### src/rtl/sync_fifo_rd_adapter.sv
// Purpose : drains a sync_fifo and presents its read data as a valid/ready stream via a 2-entry skid buffer.
// Latency : fifo_rd_en in cycle N -> fifo_data_vld in N+1 -> m_valid with that beat in N+2; 1 beat/cycle sustained.
// Backpr. : holds at most 2 beats; fifo_rd_en drops once buffered + in-flight beats reach 2, so no beat is lost.
//
// Ports:
//   clk, rstn                     single clock, asynchronous active-low reset
//   fifo_empty / fifo_rd_en       FIFO empty flag in, read enable out
//   fifo_data_vld / fifo_data     FIFO read data, valid one cycle after an accepted read
//   m_valid / m_ready / m_data    output stream; m_data held stable while stalled
//   ovf_err                       sticky: a read beat arrived with no buffer space (dropped)
//   xfer_cnt                      handshake counter, present only when FIFO_RD_XFER_CNT_EN is defined
//
// Optional feature macro: FIFO_RD_XFER_CNT_EN (adds xfer_cnt port and counter).

module sync_fifo_rd_adapter #(
    parameter int DATA_WID = 8,
    parameter int CNT_WID  = 16
) (
    input  logic                clk,
    input  logic                rstn,
    input  logic                fifo_empty,
    output logic                fifo_rd_en,
    input  logic                fifo_data_vld,
    input  logic [DATA_WID-1:0] fifo_data,
    output logic                m_valid,
    input  logic                m_ready,
    output logic [DATA_WID-1:0] m_data,
    output logic                ovf_err
`ifdef FIFO_RD_XFER_CNT_EN
    ,
    output logic [CNT_WID-1:0]  xfer_cnt
`endif
);

    // Skid buffer storage and bookkeeping.
    logic [DATA_WID-1:0] mem_q [2];
    logic [DATA_WID-1:0] mem_d [2];
    logic                wr_ptr_q, wr_ptr_d;
    logic                rd_ptr_q, rd_ptr_d;
    logic [1:0]          count_q, count_d;
    logic                inflight_q, inflight_d;
    logic                ovf_err_q, ovf_err_d;

    logic                pop;
    logic                push;
    logic                room;
    logic                wr;
    logic [2:0]          credit;

    assign m_valid = (count_q != 2'd0);
    assign m_data  = mem_q[rd_ptr_q];
    assign ovf_err = ovf_err_q;

    always_comb begin
        pop  = m_valid && m_ready;
        push = fifo_data_vld;
        // A full buffer still accepts a beat when the head leaves in the same cycle:
        // the slot being written is the one being read out, so the old value is consumed first.
        room = (count_q != 2'd2) || pop;
        wr   = push && room;

        // Occupancy the buffer will have once everything already requested has landed.
        // Pop is only possible with count >= 1, so this never goes negative. Using the
        // current pop keeps the m_ready -> fifo_rd_en path combinational for full throughput.
        credit     = {1'b0, count_q} + {2'b00, inflight_q} - {2'b00, pop};
        fifo_rd_en = !fifo_empty && (credit < 3'd2);
        inflight_d = fifo_rd_en;

        mem_d[0] = mem_q[0];
        mem_d[1] = mem_q[1];
        if (wr) begin
            mem_d[wr_ptr_q] = fifo_data;
        end

        wr_ptr_d = wr_ptr_q ^ wr;
        rd_ptr_d = rd_ptr_q ^ pop;

        count_d = count_q;
        case ({wr, pop})
            2'b10:   count_d = count_q + 2'd1;
            2'b01:   count_d = count_q - 2'd1;
            default: count_d = count_q;
        endcase

        ovf_err_d = ovf_err_q || (push && !room);
    end

    always_ff @(posedge clk or negedge rstn) begin
        if (!rstn) begin
            mem_q[0]   <= '0;
            mem_q[1]   <= '0;
            wr_ptr_q   <= 1'b0;
            rd_ptr_q   <= 1'b0;
            count_q    <= 2'd0;
            inflight_q <= 1'b0;
            ovf_err_q  <= 1'b0;
        end else begin
            mem_q[0]   <= mem_d[0];
            mem_q[1]   <= mem_d[1];
            wr_ptr_q   <= wr_ptr_d;
            rd_ptr_q   <= rd_ptr_d;
            count_q    <= count_d;
            inflight_q <= inflight_d;
            ovf_err_q  <= ovf_err_d;
        end
    end

`ifdef FIFO_RD_XFER_CNT_EN
    logic [CNT_WID-1:0] xfer_cnt_q, xfer_cnt_d;

    // Wraps naturally modulo 2^CNT_WID.
    always_comb begin
        xfer_cnt_d = xfer_cnt_q;
        if (pop) begin
            xfer_cnt_d = xfer_cnt_q + 1'b1;
        end
    end

    always_ff @(posedge clk or negedge rstn) begin
        if (!rstn) begin
            xfer_cnt_q <= '0;
        end else begin
            xfer_cnt_q <= xfer_cnt_d;
        end
    end

    assign xfer_cnt = xfer_cnt_q;
`endif

endmodule

### config.mk
export PLATFORM = sky130hd
export DESIGN_NAME = sync_fifo_rd_adapter
export DESIGN_NICKNAME = d
export VERILOG_FILES = /design/src/rtl/sync_fifo_rd_adapter.sv
export SDC_FILE = /design/constraint.sdc
export NUM_CORES = 1
export LEC_CHECK = 0
export ABC_CLOCK_PERIOD_IN_PS = 4300
export BUFFER_PORTS_ARGS = -buffer_cell sky130_fd_sc_hd__buf_2
export CORE_MARGIN = 2
export CORE_UTILIZATION = 50
export CTS_BUF_LIST = sky130_fd_sc_hd__clkbuf_4 sky130_fd_sc_hd__clkbuf_8 sky130_fd_sc_hd__clkbuf_16
export DETAILED_ROUTE_END_ITERATION = 10
export PLACE_DENSITY = 0.75
export SLEW_MARGIN = 30
export SYNTH_ARGS = -nofsm -noshare
export SYNTH_HDL_FRONTEND = slang
export SYNTH_SLANG_ARGS = --single-unit
### constraint.sdc
create_clock -name clk -period 4.3 [get_ports clk]
set_input_delay 0.43 -clock clk [delete_from_list [all_inputs] [get_ports clk]]
set_output_delay 0.43 -clock clk [all_outputs]
set_load 0.01 [all_outputs]
# After elaboration in Yosys (flattened, before gate mapping)
# Cells that the tools add are included.
# Widths: inputs -> output; s select.
[totals] elab_cells=40 output_inout_bits=11 reg_bits=22 input_bits=13
[op_classes] n_mux=7 n_lt_le_gt_ge=4 reduce_logical=11 bitwise=4 eq_ne=3 add_sub_neg=4
[ops] op="$mux 8" n=4
[ops] op="$bwmux 16" n=1
[ops] op="$demux 8 s1" n=1
[ops] op="$logic_and 1x1->1" n=5
[ops] op="$ge 2x2->1 const B" n=2
[ops] op="$not 1->2" n=2
[ops] op="$pmux 2 s2" n=1
[ops] op="$reduce_bool 2->1" n=2
[ops] op="$add 2x1->3" n=1
[ops] op="$lt 3x2->1 const B" n=1
[ops] op="$sub 3x1->3" n=1
[ops] op="$add 2x1->2 const B" n=1
[ops] op="$eq 2x1->1 const B" n=1
[ops] op="$eq 2x2->1 const B" n=1
[ops] op="$logic_not 1->1" n=2
[ops] op="$logic_or 1x1->1" n=2
[ops] op="$lt 2x1->1 const B" n=1
[ops] op="$ne 2x2->1 const B" n=1
[ops] op="$sub 2x1->2 const B" n=1
[ops] op="$xor 1x1->1" n=2

# Longest topological paths before layout
# Gate-level depths: netlist of run 1.
[depth] depth_word=6 mapped_depth=7 ltp_nobuf=6

# Worst setup path after synthesis of run 1
# No wires, ideal clock.
[synth_timing] path_kind="register -> output" start="register count_q[0]" end="output fifo_rd_en" slack_ps=2093 path_buffers=1 stages_incl_launch_ff=8 t_arrival_ps=1777 required_ps=3870 cell_sequence="dfrtp_1 -> buf_6 -> or2_4 -> nand2_2 -> nor2_1 -> fa_1 -> xor2_1 -> nor3b_1"
[synth_between] elab_chain_len=5 word_cells_on_any_way=6 classes_between="2 x add/sub; 1 x order compare; 3 x reduce/logical"
[synth_rtl] element="start, declared" line_no="40" source="logic [1:0] count_q, count_d;"
[synth_rtl] element="start signal, assigned" line_no="102" source="count_q <= count_d;"
[synth_rtl] element="$reduce_bool 2->1" line_no="50" source="assign m_valid = (count_q != 2'd0);"
[synth_rtl] element="net m_valid" line_no="25" source="output logic m_valid,"
[synth_rtl] element="$logic_and 1x1->1" line_no="55" source="pop = m_valid && m_ready;"
[synth_rtl] element="$sub 3x1->3" line_no="65" source="credit = {1'b0, count_q} + {2'b00, inflight_q} - {2'b00, pop};"
[synth_rtl] element="$lt 3x2->1" line_no="66" source="fifo_rd_en = !fifo_empty && (credit < 3'd2);"
[synth_rtl] element="$logic_and 1x1->1" line_no="66"
[synth_rtl] element="end, declared" line_no="22" source="output logic fifo_rd_en,"
# The timed path passes the listed nets, and every way through them passes these cells.

# Worst setup path after layout of run 1
[layout_timing] start="register count_q[1]" end="output fifo_rd_en"
[layout_between] elab_chain_len=5 word_cells_on_any_way=6 classes_between="2 x add/sub; 1 x order compare; 3 x reduce/logical"
[layout_rtl] element="branches (longest 2 deep; another with $add 2x1->3)"
[layout_rtl] element="$sub 3x1->3 *" line_no="65"
[layout_rtl] element="$lt 3x2->1 *" line_no="66"
[layout_rtl] element="$logic_and 1x1->1 *" line_no="66"
# Every way passes the cells marked *.

==> results.yml, run 1 <==
clock_network:
  post_cts_buffers: 0
  cts.sinks: 22
  cts.repair.resized: 0
  cts_root_buf: "clkbuf_4"
  h-tree-depth: 1
  path_clk_slew_ns: 0.11
  clk_latency_ns: 0.30
  numCtsBuffers: 3
  clockBufferDepth: 2
  cts.hold.buffers_added: 0
  cts_tree: "built"
timing:
  grt_setup_unrepaired: "false"
  slew_headroom: 0.676
  hold_viol_final: 0
  max_freq_ghz: 0.381
  setup-violations-final: 0
  setup_tns_ns: 0
  min_period_over_period: 0.611
  slew_violations: 0
  period_minus_slack_ns: 2.63
  worst_pin_slew_ns: 0.485
  worst_clock_skew_ns: 0.00172
worst_setup_path:
  cp_slowest_cell: "dfrtp_1"
  crit_buf_inv: 1
  worstPathRequired_ns: 3.87
  cpLargestDelayFamily: "simple AND/OR/NAND/NOR gates"
  rr_startpoint: "count_q[1]"
  startpoint_type: "flop"
  cp_max_fo: 8
  cpPeakStageDelay_ns: 0.50
  reg2regPathDepth: 6
  worstReg2RegEnd: "inflight_q"
  worst-r2r-setup-slack_ns: 2.48
  path_cells: "or2_4 > nand2_2 > nor2_1 > fa_1 > xor2_1 > nor3b_1 > buf_2"
  arrival_ns: 2.20
  cp-end-kind: "output port"
  worstSetupPathType: "flop to output port"
final_layout:
  num_antenna_cells: 0
  area_delta_synth_final_pct: 13.9
  drive_gt1_frac: 0.566
  design_area_sq_mm: 0.00119
  nets: 117
yosys:
  syn_avg_cell_area_sq_um: 13.6
  synth_top_area_cell: "dfrtp_1"
  yosys.area.top_type_share: 0.526
  yosys_warnings: 0
  synth_cells: 77
  synth_area_sq_mm: 0.00105
  ys_seq_elements: 22
  ys_seq_area_frac: 0.526
  syn_nets: 93
  ys_types: 23
  synthTopCellsByArea: "dfrtp_1 53%, mux2_2 26%, ha_1 2.4%"
grt:
  grt_pass1_vias: 655
  antenna_found_initial: 0
  grt_pass1_wl_um: 2950
  grt_max_degree: 23
  track_usage: 0.167
  grt_overflow_total: 0
placement:
  port_buffers: 23
  gp_congestion: 0.779
  dpl-instance-area_sq_mm: 0.00117
  hpwl_um: 1310
floorplanning:
  initial_utilization: 0.534
  die_w_um: 49.8
  core_area_sq_mm: 0.00196
  ios: 24
  die_y_um: 49.8
  die_area_sq_mm: 0.00248
  std_cell_rows: 16
routing:
  ant_nets: 0
  drt_pass1_iterations: 3
  routedWlPerCell_um: 13.6
  topRoutingLayerUsed: "met4"
  drt-initial-drc-count: 7
  viasPerCell: 5.07
  num_vias: 639
  wl_met3_um: 51
  drt-total-wl_um: 1720
  wl_met2_um: 907
  drc: 0
  drt-met1-wl_um: 731
pwr:
  combPwrFrac: 0.455
  p_sw_frac: 0.344
  p_clk_frac: 0.101
  cellPowerDensity_mw_per_mm2: 742
  p_leak_nw: 0.552
  seqPwrFrac: 0.444
  switchingPower_mw: 0.304
  max-vdd-ir-drop_uv: 420
  p_int_mw: 0.580
flow_run:
  cap_viol_max_count: 0
hold_path:
  hold_class: "primary input to asynchronous set/reset pin"
status:
  outcome: "complete, no violations"
kinds of logic after synthesis:
logic type,Yosys count,share of synthesized area
adder cells (fa/ha/maj),3,0.0430
flip-flops,22,0.526
buffers and inverters,8,0.0394
multiplexers,25,0.268
AND/OR/NAND/NOR,11,0.0598
AO/OA/AOI/OAI,5,0.0394
XOR/XNOR,3,0.0251
cells in the final DEF, fill, tap and decap left out, types with 3 or more instances in the layout:
| master | instances |
|---|---|
| buf_2 | 23 |
| clkbuf_4 | 3 |
| dfrtp_1 | 22 |
| inv_1 | 3 |
| mux2_2 | 24 |
worst max path at each step:
stage	from	end	slack, ns	cells after the start
finish	count_q[1]	fifo_rd_en	1.67	7
global placement	count_q[1]	fifo_rd_en	2.09	7
global route	count_q[1]	fifo_rd_en	1.52	7
floorplan	count_q[0]	fifo_rd_en	2.09	7
detailed placement	count_q[1]	fifo_rd_en	2.01	7
CTS	count_q[1]	fifo_rd_en	1.66	7
layout make-up:
cell class              instances  area (sq um)
fillers                       188           769
multi-input cells              47           455
flip-flops and latches         22           551
well taps                      27          33.8
repair buffers                 23           115
inverters                       4          15.0
clock buffers                   3          22.5
per-layer routing:
layer  up-vias  track usage
li1        306            -
met1       317        0.201
met2        12        0.273
met3         4       0.0394
met4         0       0.0972
met5         -            0
state kept, by name (all words and copies together), names as in the netlist:
signal / count
wr_ptr_q: 1
rd_ptr_q: 1
inflight_q: 1
count_q: 2
mem_q: 16
ovf_err: 1
stage by stage:
stage	total power, mW	hold WS [ns]	util	std cells	setup WS, ns
6_report	0.885	0.0735	0.608	126	1.67
5_1_grt	0.963	0.0840	0.608	126	1.52
4_1_cts	0.899	0.0801	0.608	126	1.66
3_5_place_dp	0.809	0.419	0.596	123	2.01
3_3_place_gp	0.787	0.417	0.596	123	2.09
2_1_floorplan	0.687	0.134	-	77	2.09
synth_stat cells:
cell type  number
inv_1           3
nor2_1          2
mux2i_1         1
nor2b_1         1
dfrtp_1        22
mux2_2         24
nand2b_1        2
inv_2           1
nand2_2         1
buf_6           1
xnor2_1         1
or2_0           1
nor3b_1         1
xor2_1          2
o31a_2          1
a22oi_2         1
buf_2           3
nand2_1         2
ha_1            2
a21oi_1         2
fa_1            1
a31o_2          1
or2_4           1
power groups by stage:
stage / combinational, mW / clock, mW / sequential, mW
after CTS: 0.411 / 0.0934 / 0.395
after detailed placement: 0.409 / 0 / 0.400
after global routing: 0.446 / 0.105 / 0.412
after global placement: 0.395 / 0 / 0.391
after floorplan: 0.328 / 0 / 0.359
final: 0.403 / 0.0892 / 0.393
(Power assumes the default switching activity.)
==> run 2: changes to the inputs <==
--- a/config.mk
+++ b/config.mk
@@ -5,7 +5,7 @@
 export SDC_FILE = /design/constraint.sdc
 export NUM_CORES = 1
 export LEC_CHECK = 0
-export ABC_CLOCK_PERIOD_IN_PS = 4300
+export ABC_CLOCK_PERIOD_IN_PS = 2500
 export BUFFER_PORTS_ARGS = -buffer_cell sky130_fd_sc_hd__buf_2
 export CORE_MARGIN = 2
 export CORE_UTILIZATION = 50
==> constraint.sdc (replaced) <==
create_clock -name clk -period 2.5 [get_ports clk]
set_input_delay 0.25 -clock clk [delete_from_list [all_inputs] [get_ports clk]]
set_output_delay 0.25 -clock clk [all_outputs]
set_load 0.01 [all_outputs]
==> results.yml, run 2 (synthesized netlist as in run 1, its figures left out) <==
timing:
  worst_clock_skew_ns: 0.00198
  worst_pin_slew_ns: 0.478
  slew_violations: 0
  setup-violations-final: 0
  hold_viol_final: 0
  slew_headroom: 0.682
  grt_setup_unrepaired: "false"
  setup_tns_ns: 0
  min_period_over_period: 0.959
  period_minus_slack_ns: 2.40
  max_freq_ghz: 0.417
final_layout:
  largestRegisters: "mem_q x16, count_q x2"
  layout_commonest_cell: "mux2_2"
  mostFrequentLayoutCells: "24 x mux2_2, 23 x buf_2, 20 x dfrtp_1"
  num_antenna_cells: 0
  area_delta_synth_final_pct: 15.1
  nets: 118
  drive_gt1_frac: 0.580
  largest-register: "mem_q"
  largest_reg_flops: 16
floorplanning:
  initial_utilization: 0.534
  ios: 24
  die_y_um: 49.8
  std_cell_rows: 16
  die_area_sq_mm: 0.00248
  die_w_um: 49.8
  core_area_sq_mm: 0.00196
worst_setup_path:
  crit_path_start: "count_q[1]"
  cp_max_fo: 8
  startpoint_type: "flop"
  worstPathRequired_ns: 2.25
  cp-end-kind: "output port"
  rr_startpoint: "count_q[1]"
  worstSetupPathType: "flop to output port"
  arrival_ns: 2.15
pwr:
  p_leak_nw: 0.554
  max-vdd-ir-drop_uv: 581
  cellPowerDensity_mw_per_mm2: 1260
  p_total_mw: 1.52
routing:
  ant_nets: 0
  drt-initial-drc-count: 4
  drc: 0
  drt-total-wl_um: 1700
  drt_pass1_iterations: 2
  num_vias: 637
  routedWlPerCell_um: 13.3
  viasPerCell: 5.02
clock_network:
  post_cts_buffers: 0
  clk_latency_ns: 0.29
  h-tree-depth: 1
  cts.sinks: 22
  numCtsBuffers: 3
  cts_root_buf: "clkbuf_4"
  path_clk_slew_ns: 0.11
  cts_tree: "built"
  clockBufferDepth: 2
placement:
  hpwl_um: 1270
  port_buffers: 23
  gp_congestion: 0.820
hold_path:
  hold_path.startpoint: "fifo_empty"
  hold_class: "primary input to flop"
flow_run:
  cap_viol_max_count: 0
grt:
  grt_pass1_vias: 697
  track_usage: 0.155
  grt_max_degree: 23
  grt_overflow_total: 0
  grt_pass1_wl_um: 2880
  antenna_found_initial: 0
status:
  outcome: "complete, no violations"
==> run 2: cell count changes in the layout (fill, tap and decap cells not counted), sizes merged <==
cell,change
dlygate4sd3,+1
==> run 2: path summary, 6_finish.rpt <==
kind / endpoint / slack (ns) / cells past startpoint
worst max-delay path: fifo_rd_en / 0.10 / 7
worst min-delay path: inflight_q / 0.11 / 2
worst max register to register: inflight_q / 0.73 / 6
worst min register to register: ovf_err / 0.49 / 1
max in group asynchronous: count_q[1] / 1.72 / 2
min in group asynchronous: mem_q[7] / 0.43 / 2
==> run 2: where the power goes <==
group          internal [mW]  leakage [nW]  switching, mW
clock                 0.0561        0.0138         0.0985
combinational          0.407         0.284          0.278
sequential             0.537         0.257          0.144
total                   1.00         0.554          0.521
==> run 2: metrics by stage <==
step | worst slack, ns | cells | hold slack [ns] | utilization | cell area (sq um)
global placement | 0.468 | 123 | 0.235 | 0.596 | 1170
CTS | 0.0528 | 127 | 0.0982 | 0.613 | 1200
floorplan | 0.473 | 77 | -0.0456 | - | 1050
detailed placement | 0.371 | 123 | 0.242 | 0.596 | 1170
finish | 0.101 | 127 | 0.107 | 0.614 | 1200
global route | 0.0189 | 127 | 0.0804 | 0.614 | 1200
==> run 2: layout make-up <==
class / count / area, sq um
Fill cell: 169 / 757
Sequential cell: 22 / 553
Multi-Input combinational cell: 47 / 455
Timing Repair Buffer: 24 / 125
Tap cell: 27 / 33.8
Clock buffer: 3 / 22.5
Inverter: 4 / 15.0
==> run 2: metal layers <==
| layer | vias up | wire length [um] | track usage |
|---|---|---|---|
| met3 | 0 | 51 | 0.0273 |
| li1 | 311 | - | - |
| met5 | - | 0 | 0 |
| met4 | 0 | 0 | 0.0556 |
| met1 | 316 | 738 | 0.182 |
| met2 | 10 | 905 | 0.282 |
==> run 2: what timing repair did <==
item / in CTS / in global routing
endpoints found under the setup margin: 0 / 1
hold buffers: 1 / 0
resized for setup: 0 / 2
endpoints found under the hold margin: 22 / 0
==> run 2: worst max-delay path: stages, from the launching register on <==
cell and delay, ns:
dfrtp_2 0.49, or2_4 0.25, nand2_2 0.08, nor2_1 0.06, fa_1 0.40, xor2_1 0.15
nor3b_1 0.24, buf_2 0.18
